===== src/rtl/keypad_lock_pkg.sv =====
// keypad_lock_pkg: shared FSM state, keypad strobe decoding and width helper for the keypad lock.
package keypad_lock_pkg;
  typedef enum logic [2:0] {
    ST_ENTRY,
    ST_CHECK,
    ST_OPEN,
    ST_DENIED,
    ST_LOCKOUT,
    ST_PROG
  } state_e;
  typedef enum logic [1:0] {
    STB_NONE,
    STB_DIGIT,
    STB_ENTER,
    STB_CLEAR
  } strobe_e;
  // clear beats enter beats digit; the losers are simply dropped
  function automatic strobe_e decode_strobe(input logic valid, input logic enter, input logic clear);
    return clear ? STB_CLEAR : enter ? STB_ENTER : valid ? STB_DIGIT : STB_NONE;
  endfunction
  function automatic int clog2(input int v);
    int r;
    r = 0;
    while ((1 << r) < v) r++;
    return r;
  endfunction
endpackage


===== src/rtl/lock_timer.sv =====
// lock_timer: loadable down-counter flagging expiry on its last counted cycle.
module lock_timer #(
  parameter int W = 8
) (
  input  logic         clk,
  input  logic         reset,
  input  logic         load_i,
  input  logic [W-1:0] value_i,
  output logic         expired_o
);
  logic [W-1:0] cnt_q;
  always_ff @(posedge clk or posedge reset)
    if (reset) cnt_q <= '0;
    else if (load_i) cnt_q <= value_i;
    else if (cnt_q != '0) cnt_q <= cnt_q - 1'b1;
  assign expired_o = cnt_q == W'(1);
endmodule


===== src/rtl/keypad_lock_ctrl.sv =====
// keypad_lock_ctrl: digit-serial keypad lock with timed open window, failure lockout and code programming.
module keypad_lock_ctrl
  import keypad_lock_pkg::*;
#(
  parameter int DIGIT_W     = 4,
  parameter int NUM_DIGITS  = 4,
  parameter int MAX_TRIES   = 3,
  parameter int OPEN_CYCLES = 100,
  parameter int LOCK_CYCLES = 1000,
  parameter logic [DIGIT_W*NUM_DIGITS-1:0] RESET_CODE = 16'h1234
) (
  input  logic                              clk,
  input  logic                              reset,
  input  logic                              key_valid,
  input  logic [DIGIT_W-1:0]                key_digit,
  input  logic                              key_enter,
  input  logic                              key_clear,
  input  logic                              prog_req,
  output logic                              access,
  output logic                              alarm,
  output logic                              prog_mode,
  output logic [clog2(MAX_TRIES+1)-1:0]     fail_count
);
  localparam int CODE_W  = DIGIT_W * NUM_DIGITS;
  localparam int CNT_W   = clog2(NUM_DIGITS + 1);
  localparam int FAIL_W  = clog2(MAX_TRIES + 1);
  localparam int TMR_MAX = OPEN_CYCLES > LOCK_CYCLES ? OPEN_CYCLES : LOCK_CYCLES;
  localparam int TMR_W   = clog2(TMR_MAX + 1);
  state_e              state_q, state_d;
  logic                valid_q, enter_q, clear_q, prog_q;
  logic [DIGIT_W-1:0]  digit_q;
  logic [CODE_W-1:0]   buf_q, buf_d, col_buf, code_q, code_d;
  logic [CNT_W-1:0]    cnt_q, cnt_d, col_cnt;
  logic                ovf_q, ovf_d, col_ovf;
  logic [FAIL_W-1:0]   fail_q, fail_d;
  logic                tmr_load, tmr_exp, full, match;
  logic [TMR_W-1:0]    tmr_val;
  strobe_e             stb;
  // keypad strobes pass through one register stage before the FSM sees them
  always_ff @(posedge clk or posedge reset)
    if (reset) begin
      valid_q <= 1'b0;
      enter_q <= 1'b0;
      clear_q <= 1'b0;
      prog_q  <= 1'b0;
      digit_q <= '0;
    end else begin
      valid_q <= key_valid;
      enter_q <= key_enter;
      clear_q <= key_clear;
      prog_q  <= prog_req;
      digit_q <= key_digit;
    end
  assign stb   = decode_strobe(valid_q, enter_q, clear_q);
  assign full  = cnt_q == CNT_W'(NUM_DIGITS) && !ovf_q;
  assign match = full && buf_q == code_q;
  always_comb begin
    col_buf = buf_q;
    col_cnt = cnt_q;
    col_ovf = ovf_q;
    if (stb == STB_CLEAR) begin
      col_buf = '0;
      col_cnt = '0;
      col_ovf = 1'b0;
    end else if (stb == STB_DIGIT && cnt_q == CNT_W'(NUM_DIGITS)) col_ovf = 1'b1;
    else if (stb == STB_DIGIT) begin
      col_buf = (buf_q << DIGIT_W) | CODE_W'(digit_q);
      col_cnt = cnt_q + 1'b1;
    end
  end
  always_comb begin
    state_d  = state_q;
    buf_d    = buf_q;
    cnt_d    = cnt_q;
    ovf_d    = ovf_q;
    code_d   = code_q;
    fail_d   = fail_q;
    tmr_load = 1'b0;
    tmr_val  = '0;
    case (state_q)
      ST_ENTRY: begin
        {buf_d, cnt_d, ovf_d} = {col_buf, col_cnt, col_ovf};
        state_d = stb == STB_ENTER ? ST_CHECK : ST_ENTRY;
      end
      ST_CHECK: begin
        {buf_d, cnt_d, ovf_d} = '0;
        state_d  = match ? ST_OPEN : ST_DENIED;
        fail_d   = match ? '0 : fail_q == FAIL_W'(MAX_TRIES) ? fail_q : fail_q + 1'b1;
        tmr_load = match;
        tmr_val  = TMR_W'(OPEN_CYCLES);
      end
      ST_OPEN: state_d = prog_q ? ST_PROG : tmr_exp ? ST_ENTRY : ST_OPEN;
      ST_DENIED: begin
        state_d  = fail_q == FAIL_W'(MAX_TRIES) ? ST_LOCKOUT : ST_ENTRY;
        tmr_load = fail_q == FAIL_W'(MAX_TRIES);
        tmr_val  = TMR_W'(LOCK_CYCLES);
      end
      ST_LOCKOUT: begin
        state_d = tmr_exp ? ST_ENTRY : ST_LOCKOUT;
        fail_d  = tmr_exp ? '0 : fail_q;
      end
      ST_PROG: begin
        {buf_d, cnt_d, ovf_d} = stb == STB_ENTER ? '0 : {col_buf, col_cnt, col_ovf};
        code_d  = stb == STB_ENTER && full ? buf_q : code_q;
        state_d = stb == STB_ENTER ? ST_ENTRY : ST_PROG;
      end
      default: state_d = ST_ENTRY;
    endcase
  end
  always_ff @(posedge clk or posedge reset)
    if (reset) begin
      state_q    <= ST_ENTRY;
      buf_q      <= '0;
      cnt_q      <= '0;
      ovf_q      <= 1'b0;
      code_q     <= RESET_CODE;
      fail_q     <= '0;
      access     <= 1'b0;
      alarm      <= 1'b0;
      prog_mode  <= 1'b0;
    end else begin
      state_q    <= state_d;
      buf_q      <= buf_d;
      cnt_q      <= cnt_d;
      ovf_q      <= ovf_d;
      code_q     <= code_d;
      fail_q     <= fail_d;
      access     <= state_d == ST_OPEN;
      alarm      <= state_d == ST_LOCKOUT;
      prog_mode  <= state_d == ST_PROG;
    end
  assign fail_count = fail_q;
  lock_timer #(.W(TMR_W)) u_timer (
    .clk       (clk),
    .reset     (reset),
    .load_i    (tmr_load),
    .value_i   (tmr_val),
    .expired_o (tmr_exp)
  );
endmodule


===== config.mk =====
export PLATFORM = sky130hd
export DESIGN_NAME = keypad_lock_ctrl
export DESIGN_NICKNAME = d
export VERILOG_FILES = /design/src/rtl/keypad_lock_pkg.sv /design/src/rtl/lock_timer.sv /design/src/rtl/keypad_lock_ctrl.sv
export SDC_FILE = /design/constraint.sdc
export NUM_CORES = 1
export LEC_CHECK = 0
export BUFFER_PORTS_ARGS = -buffer_cell sky130_fd_sc_hd__buf_2
export CAP_MARGIN = 40
export CORE_MARGIN = 2
export CORE_UTILIZATION = 40
export DETAILED_ROUTE_END_ITERATION = 10
export PLACE_DENSITY = 0.62
export SYNTH_ARGS = -nofsm -noshare
export SYNTH_HDL_FRONTEND = slang
export SYNTH_HIERARCHICAL = 1
export SYNTH_SLANG_ARGS = --single-unit
export TNS_END_PERCENT = 30

===== constraint.sdc =====
create_clock -name clk -period 2.2 [get_ports clk]
set_input_delay 0.66 -clock clk [delete_from_list [all_inputs] [get_ports clk]]
set_output_delay 0.66 -clock clk [all_outputs]
set_load 0.005 [all_outputs]

==> results of run 1 <==
final timing paths:
path                                 startpoint                           end  slack (ps)  cells after the start
max reg2reg                cnt_q[1]$_DFFE_PP0P_  u_timer/cnt_q[1]$_DFFE_PP0P_          70                     10
min in group clk                   key_digit[2]          digit_q[2]$_DFF_PP0_         420                      1
min reg2reg                digit_q[3]$_DFF_PP0_          buf_q[3]$_DFFE_PP0P_         460                      1
max in group asynchronous                 reset         code_q[2]$_DFFE_PP1P_        1310                      3
min                                       reset          digit_q[1]$_DFF_PP0_         320                      2
max                        cnt_q[1]$_DFFE_PP0P_  u_timer/cnt_q[1]$_DFFE_PP0P_          70                     10
layout by cell type (no fill, tap or decap), types with 7 or more instances in the layout:
master    instances
mux2i_1          12
a21oi_1           8
nor2_1           22
buf_2            14
mux2_2           14
buf_4            28
a22o_1            7
nor3_1            8
nand2_1           9
xnor2_1          14
dfrtp_1          57
clkbuf_8         12
area by class of cell:
cell class              instances  area (µm²)
clock inverters                 3        65.1
multi-input cells             179        1410
flip-flops and latches         62        1560
repair buffers                 44         320
fillers                       697        3610
inverters                       9        36.3
well taps                      99         124
clock buffers                  13         169
critical path, cell delays in order (launching register included):
cell and delay (ps):
dfrtp_1 360, inv_2 50, ha_4 160, and3b_2 200, nand4_1 80, or3_4 130
nor2_4 40, a22o_4 290, nor4_4 410, buf_4 180, mux2i_1 170
logic make-up (layout without fill, tap and decap cells):
| logic type | Yosys count | after routing | share of synthesized area (%) |
|---|---|---|---|
| xor+xnor | 18 | 18 | 5.21 |
| fa+ha+maj | 5 | 5 | 2.07 |
| mux | 28 | 28 | 9.92 |
| flops | 62 | 62 | 51.4 |
| other cells | 1 | 3 | 0.124 |
| simple gates | 86 | 86 | 17.5 |
| compound gates | 39 | 39 | 9.34 |
| buf+inv | 21 | 69 | 4.38 |
sequential cells by signal (all words and copies together), names as in the netlist, 2 cells and up:
name           count
u_timer/cnt_q     10
state_q            3
cnt_q              3
digit_q            4
code_q            16
fail_count         2
buf_q             16
where the power goes:
group          internal (mW)  leakage, nW  total (mW)  switching, mW
sequential              1.31        0.802        1.51          0.198
combinational          0.581        0.773        1.21          0.631
clock                  0.729        0.120        1.16          0.431
routing by layer:
metal | GRT usage (%) | part of all wire (%)
met1 | 18.6 | 45
met2 | 23.6 | 48
met3 | 5.06 | 3.8
met4 | 8.33 | 2.6
met5 | 0 | 0
repair_timing:
action | 4_1_cts | 5_1_grt
setup endpoints to repair | 7 | 9
resized for setup | 4 | 9
buffers inserted | 0 | 3
pin swaps | 2 | 8
gates cloned | 0 | 0
metrics by stage:
step	util [%]	area, µm²	total power, mW	std cells
final	50.5	3680	3.89	409
after global routing	50.5	3680	4.12	409
after CTS	49.7	3620	3.86	406
after detailed placement	46.2	3370	2.66	390
after global placement	46.2	3370	2.64	390
after floorplan	-	3040	2.30	262
==> reports/metrics.yaml, run 1 <==
outcome: "finished, final reports clean"
hp-class: "in2async"
n_antenna_cell: 0
yosys.cell_types.count: 62
synth_area_per_cell_um2: 11.6
peakVddDrop_v: 0.000417
synth_flop_cell: "dfrtp_1"
synthCells: 260
setup_ws_ps: 69.5
leakage_nw: 1.69
drive_gt1_share_pct: 33.9
maxSlewViolCount: 0
antenna_found_initial: 0
initial_utilization_pct: 41.5
synthTopCellsByArea: "dfrtp_1 47%, mux2_2 5.2%, dfstp_2 4.3%"
grt_pass1_wl_um: 9800
viasPerCell: 5.14
setup_violations: 0
clkTransAtPathRegs_ps: 60
grt-ovfl-total: 0
remaining_drc_errors: 0
track_usage_pct: 15.2
dr.pass1.iters: 4
ys_seq_area_share_pct: 51.4
wl_per_cell_um: 14.2
synth_common_cells: "57 x dfrtp_1, 24 x nor2_1, 14 x mux2_2, 14 x xnor2_1, 12 x mux2i_1"
yosys.area.top_type: "dfrtp_1"
path_max_fanout: 7
grt_pass1_vias: 2067
clkLatencyLatePin_ps: 340
critPathCaptureType: "flip-flop"
numCtsBuffers: 9
cts_hold_buffers: 0
max-cap-violations: 0
core_area_um2: 7290
grt_max_degree: 35
synth_top_area_share_pct: 47.1
synth_edf_count: 0
ys_seq_elements: 62
finalHoldViolCount: 0
ant_nets: 0
synth_warnings: 6
async_reset_ff_share_pct: 100
cellPowerDensity_nw_per_um2: 1050
whs_ps: 316
die_y_um: 91.0
gp_congestion: 0.853
path_class: "reg2reg"
period_share_pct: 96.8
final_nets: 320
io-pin-count: 15
num_rows: 31
fmax_mhz: 469
cts_root_buffer: "clkbuf_8"
finalSetupTns_ps: 0
drt_iter0_drc: 52
htreeDepth: 3
die_x_um: 91.0
area_growth_pct: 21.7
fp.dieArea_um2: 8280
clockBufferDepth: 2
crit_required_ps: 2460
cts_tree: "done"
wirelength_um: 5790
syn-cell-area_um2: 3030
startpoint_type: "flip-flop"
portBuffers: 14
place_ws_ps: -55.4
rsz0062_at_grt: "true"
skew_ps: 7.40
yosysMostFrequentCell: "dfrtp_1"
clock_sinks: 62
critical_path_arrival_ps: 2400
hpwl_um: 4030
period_minus_slack_ps: 2130
vias: 2104
Power figures use the tool's default switching activity.
==> inputs of run 2 (changes only) <==
--- a/config.mk
+++ b/config.mk
@@ -10,7 +10,6 @@
 export CORE_MARGIN = 2
 export CORE_UTILIZATION = 40
 export DETAILED_ROUTE_END_ITERATION = 10
-export PLACE_DENSITY = 0.62
 export SYNTH_ARGS = -nofsm -noshare
 export SYNTH_HDL_FRONTEND = slang
 export SYNTH_HIERARCHICAL = 1
==> run 2 against run 1 <==
Against the previous run: cell count rose by 3.7%; critical path depth rose by 1; flip-flop and latch count did not move; die area did not move; count of clock-buffer cells in the layout fell by 1; core utilization rose by 1.9 points.
==> reports/metrics.yaml, run 2 (same netlist as run 1, synthesis figures left out) <==
peakVddDrop_v: 0.000436  # +4.6%
fin_total_pwr_mw: 4.04  # +4.0%
n_antenna_cell: 0  # unchanged
path_max_fanout: 4  # -3
clockBufferDepth: 2  # unchanged
skew_ps: 10.9  # +3.55 ps
viasPerCell: 5.10  # -0.83%
clock_sinks: 62  # unchanged
grt_pass1_wl_um: 10100  # +3.2%
wirelength_um: 6040  # +4.4%
finalHoldViolCount: 0  # unchanged
initial_utilization_pct: 41.5  # unchanged
cp_slowest_stage_delay_ps: 480  # +70 ps
p_int_mw: 2.74  # +4.3%
remaining_drc_errors: 0  # unchanged
portBuffers: 14  # unchanged
fmax_mhz: 458  # -2.4%
wl_per_cell_um: 14.3  # +0.68%
gp_congestion: 0.915  # +7.3%
largestRegisters: "buf_q: 16 flops, code_q: 16 flops, u_timer/cnt_q: 10 flops"
final_nets: 335  # +4.7%
layout_commonest_cell: "dfrtp_1"
startpoint: "cnt_q[1]$_DFFE_PP0P_"
die_x_um: 91.0  # unchanged
rsz0062_at_grt: "true"
hpwl_um: 4000  # -0.86%
seq_power_share_pct: 36.6  # -2.3 points
num_rows: 31  # unchanged
cts_hold_buffers: 0  # unchanged
switching_power_mw: 1.30  # +3.4%
cts_root_buffer: "clkbuf_8"
area_growth_pct: 26.2
clockPowerShare_pct: 29.9  # about the same
critPathCaptureType: "flip-flop"
crit_required_ps: 2410  # -50 ps
period_share_pct: 99.2  # +2.4 points
grt_pass1_vias: 2085  # +0.87%
io-pin-count: 15  # unchanged
cts_tree: "done"
die_y_um: 91.0  # unchanged
numCtsBuffers: 9  # unchanged
r2r-start: "cnt_q[1]$_DFFE_PP0P_"
crit_chain: "inv_1 > ha_2 > and3b_2 > nand4_1 > or3_4 > nor2_4 > a22o_4 > buf_6 > or4b_4 > o22ai_2 > nor3_2"
core_area_um2: 7290  # unchanged
track_usage_pct: 15.6  # +0.42 points
path_class: "reg2reg"
drt_iter0_drc: 93  # +79%
htreeDepth: 3  # unchanged
cellPowerDensity_nw_per_um2: 1060  # +0.29%
period_minus_slack_ps: 2180  # +52.5 ps
hp-class: "in2async"
max-cap-violations: 0  # unchanged
antenna_found_initial: 0  # unchanged
critical_path_arrival_ps: 2400  # about the same
grt-ovfl-total: 0  # unchanged
final_cell_mix: "57 x dfrtp_1, 39 x buf_4, 23 x nor2_1"
outcome: "finished, final reports clean"
fp.dieArea_um2: 8280  # unchanged
final_util_pct: 52.4  # +1.9 points
dr.pass1.iters: 5  # +1
startpoint_type: "flip-flop"
ant_nets: 0  # unchanged
drive_gt1_share_pct: 36.9  # +3.1 points
leakage_nw: 1.77  # +4.6%
maxSlewViolCount: 0  # unchanged
slowest_stage: "or4b_4"
vias: 2163  # +2.8%
power_frac_comb_pct: 33.5  # +2.3 points
grt_max_degree: 29  # -17%
clkLatencyLatePin_ps: 340  # about the same
setup_violations: 0  # unchanged
netSwitchingFraction_pct: 32.2  # -0.19 points
clkTransAtPathRegs_ps: 70  # about the same
-- run 2: cell types whose count changed in the layout (fill, tap and decap cells not counted), moves of 2 or more --
| cell | change |
|---|---|
| buf_4 | +11 |
| buf_6 | +5 |
| clkbuf_8 | -2 |
| inv_1 | +2 |
| inv_2 | -2 |
| nor3_1 | -2 |
-- run 2: worst max-delay path, delay by kind of cell (launching register included) --
family / cells / cell delay (ps)
AOI/OAI and AO/OA: 2 / 390
buffers and inverters: 2 / 180
DFF: 1 / 340
adders and majority gates: 1 / 170
and+or+nand+nor: 6 / 980
-- run 2: final cells by class --
type                       count  area [µm²]
fill                         661        3470
sequential                    62        1560
multi-input combinational    179        1420
timing repair buffer          59         439
clock buffer                  12         145
tap                           99         124
clock inverter                 4        95.1
inverter                       9        38.8
-- run 2: path summary, 6_finish.rpt --
path | cells after the start | slack (ps) | end
max | 11 | 20 | u_timer/cnt_q[5]$_DFFE_PP0P_
min | 2 | 280 | code_q[6]$_DFFE_PP0P_
max reg2reg | 11 | 20 | u_timer/cnt_q[5]$_DFFE_PP0P_
min reg2reg | 1 | 460 | buf_q[0]$_DFFE_PP0P_
max in group asynchronous | 3 | 1380 | code_q[5]$_DFFE_PP1P_
min in group clk | 1 | 430 | digit_q[3]$_DFF_PP0_
-- run 2: per-layer routing --
metal / wire, µm / vias to the layer above / global-route usage, % / part of all wire, %
met5: 0 / - / 0 / 0
met4: 119 / 0 / 5.30 / 2.0
met3: 240 / 11 / 5.31 / 4.0
met2: 2770 / 44 / 22.4 / 46
met1: 2910 / 1053 / 22.1 / 48
li1: - / 1055 / - / -
-- run 2: power by group through the flow --
stage / Clock (mW) / Sequential, mW / Combinational, mW
floorplan: 0 / 1.46 / 0.837
global placement: 0 / 1.48 / 1.21
detailed placement: 0 / 1.48 / 1.21
CTS: 1.24 / 1.46 / 1.24
global route: 1.31 / 1.50 / 1.52
finish: 1.21 / 1.48 / 1.35
-- run 2: what timing repair did --
item | 4_1_cts | 5_1_grt
hold endpoints to repair | 0 | 0
pin swaps | 2 | 12
gates resized for setup | 5 | 13
cloned | 0 | 0
endpoints found under the setup margin | 5 | 7
buffers inserted | 1 | 11
-- run 2: metrics by stage --
stage / instances / setup WS, ps / hold WS, ps / area (µm²) / setup TNS (ps)
5_1_grt: 424 / -91.8 / 290 / 3820 / -397
4_1_cts: 413 / -5.50 / 276 / 3670 / -8.34
3_3_place_gp: 396 / 0.814 / 446 / 3400 / 0
3_5_place_dp: 396 / -81.6 / 449 / 3400 / -137
6_report: 424 / 17.0 / 279 / 3820 / 0
2_1_floorplan: 262 / -70.6 / 443 / 3040 / -136
